**config.mk**
```make
export PLATFORM = sky130hd
export DESIGN_NAME = nts_parser_ctrl
export DESIGN_NICKNAME = d
export VERILOG_FILES = /design/src/rtl/nts_pkg.sv /design/src/rtl/nts_stats_counter.sv /design/src/rtl/nts_parser_ctrl.sv
export SDC_FILE = /design/constraint.sdc
export NUM_CORES = 1
export LEC_CHECK = 0
export CAP_MARGIN = 0
export CORE_MARGIN = 5
export CORE_UTILIZATION = 38
export CTS_BUF_LIST = sky130_fd_sc_hd__clkbuf_16
export DETAILED_ROUTE_END_ITERATION = 8
export PLACE_DENSITY = 0.95
export SLEW_MARGIN = 20
export SYNTH_ARGS = -nofsm -noshare
export SYNTH_HDL_FRONTEND = slang
export SYNTH_HIERARCHICAL = 1
export SYNTH_SLANG_ARGS = --single-unit
```
**constraint.sdc**
```tcl
create_clock -name i_clk -period 4.34 [get_ports i_clk]
set_input_delay 0.651 -clock i_clk [delete_from_list [all_inputs] [get_ports i_clk]]
set_output_delay 0.651 -clock i_clk [all_outputs]
set_load 0.1 [all_outputs]
```
**src/rtl/nts_pkg.sv**
```systemverilog
// Shared types and constants for the NTS receive-path parser sequencer.
// No logic; state encoding, parser opcode and stats selectors only.
// Backpressure: not applicable.
package nts_pkg;

    typedef enum logic [2:0] {
        ST_IDLE,
        ST_CLEAR,
        ST_STREAM,
        ST_DRAIN,
        ST_SAMPLE,
        ST_RESULT,
        ST_RELEASE
    } state_t;

    localparam logic [3:0] OPCODE_NTP_OFFSET = 4'h0;

    localparam logic [1:0] STATS_SEL_FRAMES   = 2'd0;
    localparam logic [1:0] STATS_SEL_ACCEPTED = 2'd1;
    localparam logic [1:0] STATS_SEL_DROPPED  = 2'd2;

endpackage

```
**src/rtl/nts_stats_counter.sv**
```systemverilog
// Saturating 32-bit event counter, cleared by reset only.
// Latency: count visible the cycle after i_inc.
// Backpressure: none; increments at the all-ones value are dropped.
module nts_stats_counter (
    input  logic        i_clk,
    input  logic        i_areset_n,
    input  logic        i_inc,
    output logic [31:0] o_count
);

    always_ff @(posedge i_clk or negedge i_areset_n) begin
        if (!i_areset_n) begin
            o_count <= '0;
        end else if (i_inc && (o_count != 32'hFFFF_FFFF)) begin
            o_count <= o_count + 32'd1;
        end
    end

endmodule

```
**src/rtl/nts_parser_ctrl.sv**
```systemverilog
// Sequences one buffered RX frame through the header parser and reports accept/drop + NTP offset.
// Latency: first read 2 cycles after i_rx_available, verdict N+4 cycles after it (N words).
// Backpressure: verdict held until i_result_ack; optional counters under NTS_PARSER_CTRL_STATS_EN.
module nts_parser_ctrl
    import nts_pkg::*;
#(
    parameter int ADDR_WIDTH = 10
) (
    input  logic                  i_clk,
    input  logic                  i_areset_n,
    input  logic                  i_rx_available,
    input  logic [ADDR_WIDTH:0]   i_rx_words,
    input  logic [7:0]            i_rx_last_valid,
    output logic                  o_rx_rd_en,
    output logic [ADDR_WIDTH-1:0] o_rx_rd_addr,
    input  logic [63:0]           i_rx_rd_data,
    output logic                  o_rx_release,
    output logic                  o_parser_clear,
    output logic                  o_parser_process,
    output logic [63:0]           o_parser_data,
    output logic [7:0]            o_parser_last_valid,
    output logic [3:0]            o_parser_opcode,
    input  logic                  i_parser_ipv4,
    input  logic                  i_parser_ipv4_bad,
    input  logic [31:0]           i_parser_rdata,
    input  logic                  i_abort,
    output logic                  o_result_valid,
    output logic                  o_result_accept,
    output logic [ADDR_WIDTH+3:0] o_ntp_offset,
    input  logic                  i_result_ack,
`ifdef NTS_PARSER_CTRL_STATS_EN
    input  logic [1:0]            i_stats_sel,
    output logic [31:0]           o_stats,
`endif
    output logic                  o_busy
);

    localparam logic [ADDR_WIDTH:0] MAX_WORDS = {1'b1, {ADDR_WIDTH{1'b0}}};
    localparam logic [ADDR_WIDTH:0] ONE_WORD  = (ADDR_WIDTH+1)'(1);

    state_t                  state_q, state_d;
    logic [ADDR_WIDTH:0]     words_q;
    logic [7:0]              mask_q;
    logic [ADDR_WIDTH:0]     cnt_q;
    logic                    proc_q;
    logic                    last_q;
    logic                    accept_q;
    logic [ADDR_WIDTH+3:0]   offset_q;

    logic [ADDR_WIDTH:0]     words_in;
    logic                    take_frame;
    logic                    abort_hit;
    logic                    rd_fire;
    logic                    last_rd;
    logic                    accept_now;
    logic                    sample_ok;
    logic                    unused_rdata;

    assign unused_rdata = ^i_parser_rdata[31:ADDR_WIDTH+4];

    // Lengths beyond the buffer size are clamped so the read address never wraps.
    assign words_in   = (i_rx_words > MAX_WORDS) ? MAX_WORDS : i_rx_words;
    assign take_frame = (state_q == ST_IDLE) && i_rx_available;
    assign abort_hit  = i_abort && ((state_q == ST_CLEAR) || (state_q == ST_STREAM) ||
                                    (state_q == ST_DRAIN) || (state_q == ST_SAMPLE));
    assign rd_fire    = (state_q == ST_STREAM) && !i_abort;
    assign last_rd    = (cnt_q == (words_q - ONE_WORD));
    assign accept_now = i_parser_ipv4 && !i_parser_ipv4_bad;
    assign sample_ok  = (state_q == ST_SAMPLE) && !abort_hit;

    always_comb begin
        state_d = state_q;
        case (state_q)
            ST_IDLE:    if (i_rx_available) state_d = (words_in == '0) ? ST_RELEASE : ST_CLEAR;
            ST_CLEAR:   state_d = ST_STREAM;
            ST_STREAM:  if (last_rd) state_d = ST_DRAIN;
            ST_DRAIN:   state_d = ST_SAMPLE;
            ST_SAMPLE:  state_d = ST_RESULT;
            ST_RESULT:  if (i_result_ack) state_d = ST_RELEASE;
            ST_RELEASE: state_d = ST_IDLE;
            default:    state_d = ST_IDLE;
        endcase
        if (abort_hit) state_d = ST_RELEASE;
    end

    always_ff @(posedge i_clk or negedge i_areset_n) begin
        if (!i_areset_n) begin
            state_q  <= ST_IDLE;
            words_q  <= '0;
            mask_q   <= '0;
            cnt_q    <= '0;
            proc_q   <= 1'b0;
            last_q   <= 1'b0;
            accept_q <= 1'b0;
            offset_q <= '0;
        end else begin
            state_q <= state_d;
            proc_q  <= rd_fire;
            last_q  <= rd_fire && last_rd;
            if (take_frame) begin
                words_q <= words_in;
                mask_q  <= i_rx_last_valid;
            end
            if (state_q == ST_CLEAR) begin
                cnt_q <= '0;
            end else if (rd_fire) begin
                cnt_q <= cnt_q + ONE_WORD;
            end
            if (sample_ok) begin
                offset_q <= i_parser_rdata[ADDR_WIDTH+3:0];
                accept_q <= accept_now;
            end
        end
    end

    // A word already in flight when an abort lands is not handed to the parser.
    assign o_rx_rd_en          = rd_fire;
    assign o_rx_rd_addr        = rd_fire ? cnt_q[ADDR_WIDTH-1:0] : '0;
    assign o_parser_clear      = (state_q == ST_CLEAR) || abort_hit;
    assign o_parser_process    = proc_q && !abort_hit;
    assign o_parser_data       = o_parser_process ? i_rx_rd_data : '0;
    assign o_parser_last_valid = o_parser_process ? (last_q ? mask_q : 8'hFF) : 8'h00;
    assign o_parser_opcode     = OPCODE_NTP_OFFSET;
    assign o_result_valid      = (state_q == ST_RESULT);
    assign o_result_accept     = (state_q == ST_RESULT) && accept_q;
    assign o_ntp_offset        = offset_q;
    assign o_rx_release        = (state_q == ST_RELEASE);
    assign o_busy              = (state_q != ST_IDLE);

`ifdef NTS_PARSER_CTRL_STATS_EN
    logic [31:0] cnt_frames, cnt_accepted, cnt_dropped;
    logic        inc_dropped;

    assign inc_dropped = (sample_ok && !accept_now) || abort_hit ||
                         (take_frame && (words_in == '0));

    nts_stats_counter u_cnt_frames (
        .i_clk      (i_clk),
        .i_areset_n (i_areset_n),
        .i_inc      (take_frame),
        .o_count    (cnt_frames)
    );

    nts_stats_counter u_cnt_accepted (
        .i_clk      (i_clk),
        .i_areset_n (i_areset_n),
        .i_inc      (sample_ok && accept_now),
        .o_count    (cnt_accepted)
    );

    nts_stats_counter u_cnt_dropped (
        .i_clk      (i_clk),
        .i_areset_n (i_areset_n),
        .i_inc      (inc_dropped),
        .o_count    (cnt_dropped)
    );

    always_comb begin
        o_stats = '0;
        case (i_stats_sel)
            STATS_SEL_FRAMES:   o_stats = cnt_frames;
            STATS_SEL_ACCEPTED: o_stats = cnt_accepted;
            STATS_SEL_DROPPED:  o_stats = cnt_dropped;
            default:            o_stats = '0;
        endcase
    end
`endif

endmodule

```
==> results_dict.tcl <==
set metrics [dict create \
    root_buffer "clkbuf_16" \
    synth_area_sq_um 3250 \
    cp.required_ps 3690 \
    period_minus_slack_ps 3530 \
    syn-mean-instance-area_sq_um 8.84 \
    layout_commonest_cell "clkdlybuf4s50_1" \
    post_cts.repair.setup_buffers 0 \
    hpwl_mm 9.40 \
    synth_warnings 6 \
    grt_start_max_net_pins 51 \
    ys_seq_area_share_pct 38.4 \
    period_share_pct 81.4 \
    yosys.area.top_type "dfrtp_1" \
    numCtsBuffers 5 \
    rsz0062_at_grt "no" \
    synth_cells 368 \
    overflow 0 \
    final_nets 674 \
    die-area_sq_um 10500 \
    start_kind "flip-flop" \
    p_per_area_nw_per_um2 738 \
    clkSinkCount 50 \
    cts_tree "yes" \
    portBuffers 206 \
    worst-path-max-fanout 50 \
    clkLatencyLatePin_ps 290 \
    wirelength_mm 11.9 \
    htree_levels 2 \
    p_leak_nw 2.60 \
    synth_top_area_share_pct 38.4 \
    tightestPinTransition_ps 1040 \
    met1_usage_pct 23.4 \
    die_w_um 103 \
    ant_nets 0 \
    viasPerCell 5.29 \
    design_area_sq_um 5300 \
    busiest_layer "met2" \
    drive_above_1_share_pct 23.8 \
    ios 229 \
    finalSetupViolations 0 \
    firstDrtPassIters 4 \
    yosys-top-cells-area "dfrtp_1 38%, and3_1 13%, mux2_2 8.3%" \
    area_delta_synth_final_pct 62.8 \
    grt_first_pass_wirelength_mm 17.7 \
    cp.arrival_ps 2880 \
    rows 33 \
    die_h_um 103 \
    synth_edf_count 0 \
    routedWlPerCell_um 18.2 \
    drt_iter0_drc 160 \
    yosysUniqueCellTypes 50 \
    max-slew-margin-rel_pct 30.5 \
    initial_core_util_pct 39.2 \
    drc_errors 0 \
    gr-usage-met3_pct 5.75 \
    status "finished, final reports clean" \
    antenna_found_initial 1 \
    max-clock-path-buffers 2 \
    timing.final.hold_violations 0 \
    ir_drop_mv 0.343 \
    synth-main-ff-cell "dfrtp_1" \
    cap_violations 0 \
    final_cell_mix "120 x clkdlybuf4s50_1, 88 x buf_4, 66 x and3_1, 49 x dfrtp_1, 24 x mux2_2" \
    synthArstFlopShare_pct 100 \
    power_mw 3.91 \
    hp-class "in2async" \
    hold_buffers 0 \
    synth-seq-cells 50 \
    post_dp_cell_area_sq_um 5110 \
    post_cts_resized 0 \
    track_usage_pct 21.3 \
    fmax_mhz 283 \
    fin_tns_setup_ps 0 \
    first_global_vias 3454 \
    critPathKind "reg2out" \
    endpoint_kind "output pin" \
    clock_skew_ps 9.05 \
    drv_slew 0 \
    vias 3478 \
    routabilityCongestion 0.864 \
    core_sq_um 8300 \
    path_clk_slew_ps 80 \
    met2_usage_pct 39.5 \
]
layer usage:
layer,vias to the layer above,part of all wire [%]
li1,1648,-
met1,1652,35
met2,152,53
met3,26,9.0
met4,0,2.6
met5,-,0
synthesized netlist by cell type (2+ instances only):
cell type,n
and2_1,8
and3_1,66
nand3_1,6
o31a_1,2
o21ai_0,14
o221ai_1,2
nand2_1,18
inv_1,19
nor4_1,4
a21oi_1,12
dfrtp_1,50
xor2_1,7
nor3_1,8
or4_1,5
nand4_1,4
nor2b_1,3
mux2_2,24
or2_2,2
a22o_1,4
nand2b_1,7
nor2_1,22
a31oi_1,2
o31ai_1,2
xnor2_1,13
clkbuf_1,29
buf_4,4
ha_1,2
o22ai_1,2
or3_1,6
sequential cells by signal, summed over array words and instances (netlist names):
name	cells
accept_q	1
o_ntp_offset	14
words_q	11
state_q	3
proc_q	1
last_q	1
mask_q	8
cnt_q	11
layout make-up:
cell class / count / area [sq um]
Clock inverter: 3 / 48.8
Inverter: 19 / 71.3
Timing Repair Buffer: 208 / 1860
Clock buffer: 5 / 125
Multi-Input combinational cell: 266 / 1810
Antenna cell: 1 / 2.50
Tap cell: 105 / 131
Fill cell: 705 / 3000
Sequential cell: 50 / 1250
critical path, cell delays in order (launching register included):
cell and delay [ps]:
dfrtp_1 550, or3_1 520, nand3_2 580, nand2_1 360
a21oi_1 230, buf_4 320
power breakdown:
part | internal, mW | total [mW] | switching [mW]
clock | 0.276 | 0.464 | 0.188
combinational | 0.762 | 2.55 | 1.78
sequential | 0.655 | 0.898 | 0.243
total | 1.69 | 3.91 | 2.21
final timing paths:
| path | start | endpoint | slack (ps) | cells after the start |
|---|---|---|---|---|
| max reg2reg | words_q[3] | last_q | 1870 | 5 |
| max | state_q[1] | o_parser_last_valid[1] | 810 | 5 |
| min | i_areset_n | o_ntp_offset[12] | 380 | 1 |
| min in group i_clk | mask_q[2] | mask_q[2] | 500 | 1 |
| max in group asynchronous | i_areset_n | proc_q | 3500 | 1 |
| min reg2reg | mask_q[2] | mask_q[2] | 500 | 1 |
metrics by stage:
step | cells | setup WS [ps] | hold slack [ps] | utilization (%)
5_1_grt | 657 | 563 | 432 | 63.8
4_1_cts | 656 | 854 | 509 | 63.6
3_5_place_dp | 648 | 857 | 493 | 61.5
2_1_floorplan | 371 | 191 | 355 | -
6_report | 657 | 807 | 380 | 63.8
3_3_place_gp | 648 | 968 | 489 | 61.5
cell families (layout without fill, tap and decap cells):
kind of cell	after synthesis	after routing	synth area share (%)
other	1	5	0.115
muxes	24	24	8.30
and+or+nand+nor	163	163	28.3
AOI/OAI and AO/OA	52	52	10.9
buffers and inverters	55	235	7.07
xor gates and xnor gates	21	21	6.07
adders and majority gates	2	2	0.769
DFF	50	50	38.4
(Power assumes the default switching activity.)
